<file path="src/rtl/vcve2_vec_ex_sequencer.sv">
// Vector EX-interface initiator: walks a vector op word by word through VRF read, EX, VRF write.
// Optional build macro VCVE2_VEC_SEQ_KILL_EN adds kill_i to abandon an op in flight.

package vcve2_vec_seq_pkg;
  typedef enum logic [6:0] {
    ALU_ADD = 7'd0,
    ALU_SUB = 7'd1,
    ALU_XOR = 7'd2,
    ALU_OR  = 7'd3,
    ALU_AND = 7'd4,
    ALU_SRA = 7'd5,
    ALU_SRL = 7'd6,
    ALU_SLL = 7'd7
  } alu_op_e;

  typedef enum logic [1:0] {
    MD_OP_MULL = 2'd0,
    MD_OP_MULH = 2'd1,
    MD_OP_DIV  = 2'd2,
    MD_OP_REM  = 2'd3
  } md_op_e;
endpackage

module vcve2_vec_ex_sequencer
  import vcve2_vec_seq_pkg::*;
#(
  parameter int unsigned VLEN = 128,
  localparam int unsigned NW  = VLEN / 32,
  localparam int unsigned WW  = $clog2(NW),
  localparam int unsigned VLW = $clog2(VLEN / 8) + 1
) (
  input  logic           clk_i,
  input  logic           rst_ni,
  input  logic           req_valid_i,
  output logic           req_ready_o,
  input  logic [VLW-1:0] req_vl_i,
  input  logic [2:0]     req_vsew_i,
  input  logic [4:0]     req_vs1_i,
  input  logic [4:0]     req_vs2_i,
  input  logic [4:0]     req_vd_i,
  input  alu_op_e        req_alu_op_i,
  input  logic           req_mult_i,
  input  md_op_e         req_md_op_i,
  output logic [4:0]     vrf_rreg_a_o,
  output logic [4:0]     vrf_rreg_b_o,
  output logic [4:0]     vrf_rreg_c_o,
  output logic [WW-1:0]  vrf_rword_o,
  input  logic [31:0]    vrf_rdata_a_i,
  input  logic [31:0]    vrf_rdata_b_i,
  input  logic [31:0]    vrf_rdata_c_i,
  output alu_op_e        ex_alu_operator_o,
  output logic [31:0]    ex_operand_a_o,
  output logic [31:0]    ex_operand_b_o,
  output logic [31:0]    ex_operand_c_o,
  output logic           ex_instr_first_cycle_o,
  output logic           ex_mult_en_o,
  output logic           ex_mult_sel_o,
  output md_op_e         ex_md_op_o,
  output logic           ex_vec_instr_o,
  output logic [2:0]     ex_vsew_o,
  input  logic [31:0]    ex_result_i,
  input  logic           ex_valid_i,
  output logic           vrf_we_o,
  output logic [4:0]     vrf_wreg_o,
  output logic [WW-1:0]  vrf_wword_o,
  output logic [3:0]     vrf_wbe_o,
  output logic [31:0]    vrf_wdata_o,
`ifdef VCVE2_VEC_SEQ_KILL_EN
  input  logic           kill_i,
`endif
  output logic           done_o,
  output logic           err_o
);

  typedef enum logic [2:0] {S_IDLE, S_READ, S_EXEC, S_WRITE, S_DONE} state_e;

  localparam logic [VLW-1:0] VL_MAX = VLW'(VLEN / 8);

  state_e          state_q, state_n;
  logic [VLW-1:0]  vl_sat;
  logic [VLW+1:0]  bytes_c, words_c;
  logic [WW-1:0]   last_c;
  logic            sew_legal;
  logic            kill;

  logic [4:0]      vs1_q, vs2_q, vd_q;
  logic [2:0]      vsew_q;
  alu_op_e         alu_op_q;
  md_op_e          md_op_q;
  logic            mult_q;
  logic            err_q;
  logic [WW-1:0]   word_idx_q, last_q;
  logic [1:0]      rem_q;
  logic [31:0]     opa_q, opb_q, opc_q, result_q;
  logic            first_q;

`ifdef VCVE2_VEC_SEQ_KILL_EN
  assign kill = kill_i;
`else
  assign kill = 1'b0;
`endif

  // An op longer than one register at wide SEW is clamped to the register.
  always_comb begin
    vl_sat    = (req_vl_i > VL_MAX) ? VL_MAX : req_vl_i;
    sew_legal = (req_vsew_i <= 3'd2);
    bytes_c   = (VLW+2)'(vl_sat) << req_vsew_i[1:0];
    words_c   = (bytes_c + (VLW+2)'(3)) >> 2;
    if (words_c > (VLW+2)'(NW)) last_c = WW'(NW - 1);
    else                        last_c = WW'(words_c - (VLW+2)'(1));
  end

  always_comb begin
    state_n = state_q;
    case (state_q)
      S_IDLE:  if (req_valid_i) state_n = (!sew_legal || vl_sat == '0) ? S_DONE : S_READ;
      S_READ:  state_n = S_EXEC;
      S_EXEC:  if (ex_valid_i) state_n = S_WRITE;
      S_WRITE: state_n = (word_idx_q == last_q) ? S_DONE : S_READ;
      S_DONE:  state_n = S_IDLE;
      default: state_n = S_IDLE;
    endcase
    if (kill && state_q != S_IDLE) state_n = S_IDLE;
  end

  always_ff @(posedge clk_i) begin
    if (!rst_ni) begin
      state_q    <= S_IDLE;
      vs1_q      <= '0;
      vs2_q      <= '0;
      vd_q       <= '0;
      vsew_q     <= '0;
      alu_op_q   <= ALU_ADD;
      md_op_q    <= MD_OP_MULL;
      mult_q     <= 1'b0;
      err_q      <= 1'b0;
      word_idx_q <= '0;
      last_q     <= '0;
      rem_q      <= '0;
      opa_q      <= '0;
      opb_q      <= '0;
      opc_q      <= '0;
      result_q   <= '0;
      first_q    <= 1'b0;
    end else begin
      state_q <= state_n;
      if (state_q == S_IDLE && req_valid_i) begin
        vs1_q      <= req_vs1_i;
        vs2_q      <= req_vs2_i;
        vd_q       <= req_vd_i;
        vsew_q     <= req_vsew_i;
        alu_op_q   <= req_alu_op_i;
        md_op_q    <= req_md_op_i;
        mult_q     <= req_mult_i;
        err_q      <= !sew_legal;
        word_idx_q <= '0;
        last_q     <= last_c;
        rem_q      <= bytes_c[1:0];
      end
      // Read data is captured at the edge that ends READ; operand a is vs2, b is vs1.
      if (state_q == S_READ) begin
        opa_q   <= vrf_rdata_b_i;
        opb_q   <= vrf_rdata_a_i;
        opc_q   <= vrf_rdata_c_i;
        first_q <= 1'b1;
      end
      if (state_q == S_EXEC) begin
        first_q <= 1'b0;
        if (ex_valid_i) result_q <= ex_result_i;
      end
      if (state_q == S_WRITE) word_idx_q <= word_idx_q + WW'(1);
    end
  end

  always_comb begin
    req_ready_o            = (state_q == S_IDLE);
    vrf_rreg_a_o           = '0;
    vrf_rreg_b_o           = '0;
    vrf_rreg_c_o           = '0;
    vrf_rword_o            = '0;
    ex_alu_operator_o      = ALU_ADD;
    ex_operand_a_o         = '0;
    ex_operand_b_o         = '0;
    ex_operand_c_o         = '0;
    ex_instr_first_cycle_o = 1'b0;
    ex_mult_en_o           = 1'b0;
    ex_mult_sel_o          = 1'b0;
    ex_md_op_o             = MD_OP_MULL;
    ex_vec_instr_o         = 1'b0;
    ex_vsew_o              = '0;
    vrf_we_o               = 1'b0;
    vrf_wreg_o             = '0;
    vrf_wword_o            = '0;
    vrf_wbe_o              = '0;
    vrf_wdata_o            = '0;
    done_o                 = 1'b0;
    err_o                  = 1'b0;
    case (state_q)
      S_READ: begin
        vrf_rreg_a_o = vs1_q;
        vrf_rreg_b_o = vs2_q;
        vrf_rreg_c_o = vd_q;
        vrf_rword_o  = word_idx_q;
      end
      S_EXEC: begin
        ex_alu_operator_o      = alu_op_q;
        ex_operand_a_o         = opa_q;
        ex_operand_b_o         = opb_q;
        ex_operand_c_o         = opc_q;
        ex_instr_first_cycle_o = first_q;
        ex_mult_en_o           = mult_q;
        ex_mult_sel_o          = mult_q;
        ex_md_op_o             = md_op_q;
        ex_vec_instr_o         = 1'b1;
        ex_vsew_o              = vsew_q;
      end
      S_WRITE: begin
        vrf_we_o    = !kill;
        vrf_wreg_o  = vd_q;
        vrf_wword_o = word_idx_q;
        vrf_wdata_o = result_q;
        if (word_idx_q == last_q && rem_q != 2'd0) vrf_wbe_o = 4'((4'd1 << rem_q) - 4'd1);
        else                                       vrf_wbe_o = 4'hF;
      end
      S_DONE: begin
        done_o = !kill;
        err_o  = !kill && err_q;
      end
      default: ;
    endcase
  end

endmodule

</file>
<file path="config.mk">
export PLATFORM = sky130hd
export DESIGN_NAME = vcve2_vec_ex_sequencer
export DESIGN_NICKNAME = d
export VERILOG_FILES = /design/src/rtl/vcve2_vec_ex_sequencer.sv
export SDC_FILE = /design/constraint.sdc
export NUM_CORES = 1
export LEC_CHECK = 0
export BUFFER_PORTS_ARGS = -buffer_cell sky130_fd_sc_hd__buf_2
export CAP_MARGIN = 10
export CORE_MARGIN = 5
export CORE_UTILIZATION = 44
export DETAILED_ROUTE_END_ITERATION = 12
export HOLD_SLACK_MARGIN = 0.08
export PLACE_DENSITY_LB_ADDON = 0.08
export SYNTH_ARGS = -nofsm -noshare
export SYNTH_HDL_FRONTEND = slang
export SYNTH_SLANG_ARGS = --single-unit
</file>
<file path="constraint.sdc">
create_clock -name clk_i -period 3.1 [get_ports clk_i]
set_input_delay 0.62 -clock clk_i [delete_from_list [all_inputs] [get_ports clk_i]]
set_output_delay 0.62 -clock clk_i [all_outputs]
set_load 0.01 [all_outputs]
</file>
==> results.ini <==
[routing]
route.vias.total = 7124
first_pass_iters = 5
drc = 0
ant_nets = 0
drt-total-wl_um = 22600
dr.first_iter.drc_count = 289
wire_per_inst_um = 15.01
via_per_inst = 4.730

[synth]
synth_area_per_cell_um2 = 7.989
synth_area_um2 = 7765
synth_edf_count = 0
seq_area_frac_synth_pct = 43.06
synth-main-ff-cell = dfxtp_1
syn_nets = 1138
synthDistinctLibCells = 47
ys_ff_latch = 167
async_reset_ff_share_pct = 0
synth_cells = 972
synth_warnings = 0

[global_routing]
antenna_found_initial = 5
grt_pass1_wl_um = 34900
grt_overflow = 0
grt_max_degree = 83
grt.total_usage_pct = 21.29
grt_pass1_vias = 6713

[die]
placementRows = 48
die_w_um = 142.8
start_util_pct = 44.89
core_um2 = 17300
ioPinCount = 341
die_area_um2 = 20400
die_h_um = 142.8

[setup_path]
cp_data_arrival_time_ps = 2080
critical_path_class = reg -> out
end_kind = primary output
critPathMaxFanout = 37
cp-start-kind = flip-flop
cp.required_ps = 2480

[power_and_ir_drop]
power_frac_comb_pct = 12.1
p_leak_nw = 4.641
sw_frac_of_total_pct = 25.32
power_mw = 5.217
p_sw_mw = 1.321
power_density_nw_per_um2 = 513.8
power.share.clock_pct = 43.0
ir_drop_v = 0.0003570
p_seq_share_pct = 44.9
p_int_mw = 3.896

[placed_design]
gp_congestion = 0.8943
place_ws_ps = 724.9
place_inst = 1470
io_buffers = 340
post-dp-hpwl_um = 16050

[sta]
tns_ps = 0
finalSetupViolCount = 0
fin_ws_ps = 402.5
hold_viol_final = 0
tightest_slew_ps = 682.4
finalMaxSlewViolations = 0
period_minus_slack_ps = 2698
rsz0062_at_grt = no
whs_ps = 431.0
slew_headroom_pct = 54.51
skew_ps = 12.94
period_share_pct = 87.02
clock.fmax_ghz = 0.3707

[clocking]
cts_tree = yes
cts_resized = 0
clkTransAtPathRegs_ps = 70
post_cts_buffers = 0
cts.sinks = 167
cts.htree.levels = 4
cts_root_buf = clkbuf_16
clock_latency_ps = 420
ctsHoldBuffers = 0
cts_inserted_buffers = 17
clockBufferDepth = 2

[layout]
stdcell_count = 1506
layout-drive-gt1-share_pct = 30.93
nFillCells = 1708
nNetsFinal = 1430
area_growth_pct = 30.78

[run]
drv_cap = 0

[status]
status = finished clean

[hold_path]
hold_class = in -> reg

[routing by layer]
metal | global-route usage, % | wire, µm
met1 | 25.66 | 9385
met5 | 0 | 13
met4 | 7.454 | 369
met2 | 36.15 | 10920
met3 | 6.363 | 1913
[Yosys cell counts (all sizes together) (2+ instances only)]
cell,instances,share of area (%)
nand2,317,15
o21bai,2,0.19
or3b,2,0.23
a21oi,11,0.76
clkbuf,48,2.3
nor3,2,0.19
nor2b,2,0.16
and2,169,14
nor2,5,0.24
o21ai,9,0.58
xor2,3,0.34
nand3b,3,0.29
inv,7,0.34
a31oi,2,0.16
o21a,2,0.19
buf,32,2.8
nand2b,4,0.32
mux2i,2,0.26
dfxtp,167,43
nand3,2,0.13
a21boi,158,15
nor3b,6,0.79
[cell usage in the layout, fill, tap and decap left out, drive strengths merged, types with 5 or more instances in the layout]
cell type | Yosys | final
a21oi | 11 | 11
nor3b | 6 | 6
dfxtp | 167 | 167
a21boi | 158 | 158
clkbuf | 48 | 18
inv | 7 | 12
buf | 32 | 353
nand2 | 317 | 317
and2 | 169 | 169
nor2 | 5 | 5
o21ai | 9 | 9
[final timing paths]
| path | start | cells past startpoint | to | slack (ps) |
|---|---|---|---|---|
| hold reg to reg | opa_q[0] | 2 | opa_q[0] | 450 |
| hold / removal | req_vd_i[3] | 3 | vd_q[3] | 430 |
| setup / recovery | state_q[0] | 5 | vrf_wdata_o[1] | 400 |
| setup reg to reg | state_q[1] | 6 | result_q[21] | 1040 |
[cell families (layout without fill, tap and decap cells)]
group / after synthesis / after routing / synth area share [%]
AOI/OAI and AO/OA: 192 / 192 / 18.34
adders and majority gates: 1 / 1 / 0.1611
buffers and inverters: 87 / 392 / 5.414
muxes: 3 / 3 / 0.5478
other: 0 / 4 / 0
DFF: 167 / 167 / 43.06
and+or+nand+nor: 518 / 518 / 32.03
xor gates and xnor gates: 4 / 4 / 0.4513
[area by class of cell]
class	count	area [µm²]	area share (%)
clock inverter	14	196.4	1.934
clock buffer	18	429.2	4.226
antenna	4	10.01	0.09857
multi-input combinational	718	4016	39.55
tap	225	281.5	2.772
inverter	7	26.28	0.2587
timing repair buffer	353	1852	18.24
sequential	167	3343	32.92
[per-stage QoR]
| step | utilization [%] | cell area (µm²) |
|---|---|---|
| after global routing | 58.71 | 10150 |
| after detailed placement | 55.03 | 9519 |
| after CTS | 58.65 | 10140 |
| after floorplan | - | 7765 |
| final | 58.71 | 10150 |
| after global placement | 55.03 | 9519 |
[power groups by stage]
stage / Combinational, mW / Sequential, mW / Clock, mW
2_1_floorplan: 0.435 / 2.36 / 0
5_1_grt: 0.719 / 2.36 / 2.39
3_3_place_gp: 0.640 / 2.39 / 0
4_1_cts: 0.646 / 2.34 / 2.30
3_5_place_dp: 0.643 / 2.39 / 0
6_report: 0.632 / 2.34 / 2.24
[critical path, cell delays in order (launching register included)]
cell and delay, ps:
dfxtp_1 600, nand3b_1 270, inv_1 310, buf_12 210
and2_1 140, buf_2 130
[flip-flops by register name, indices dropped and copies added, names as in the netlist]
| register | cells |
|---|---|
| opa_q | 32 |
| opb_q | 32 |
| opc_q | 32 |
| result_q | 32 |
| alu_op_q | 7 |
| vd_q | 5 |
| vs1_q | 5 |
| vs2_q | 5 |
| state_q | 3 |
| vsew_q | 3 |
| last_q | 2 |
| md_op_q | 2 |
| rem_q | 2 |
| word_idx_q | 2 |
| err_q | 1 |
| first_q | 1 |
| mult_q | 1 |
Note: power is estimated with default switching activity, not from simulation.
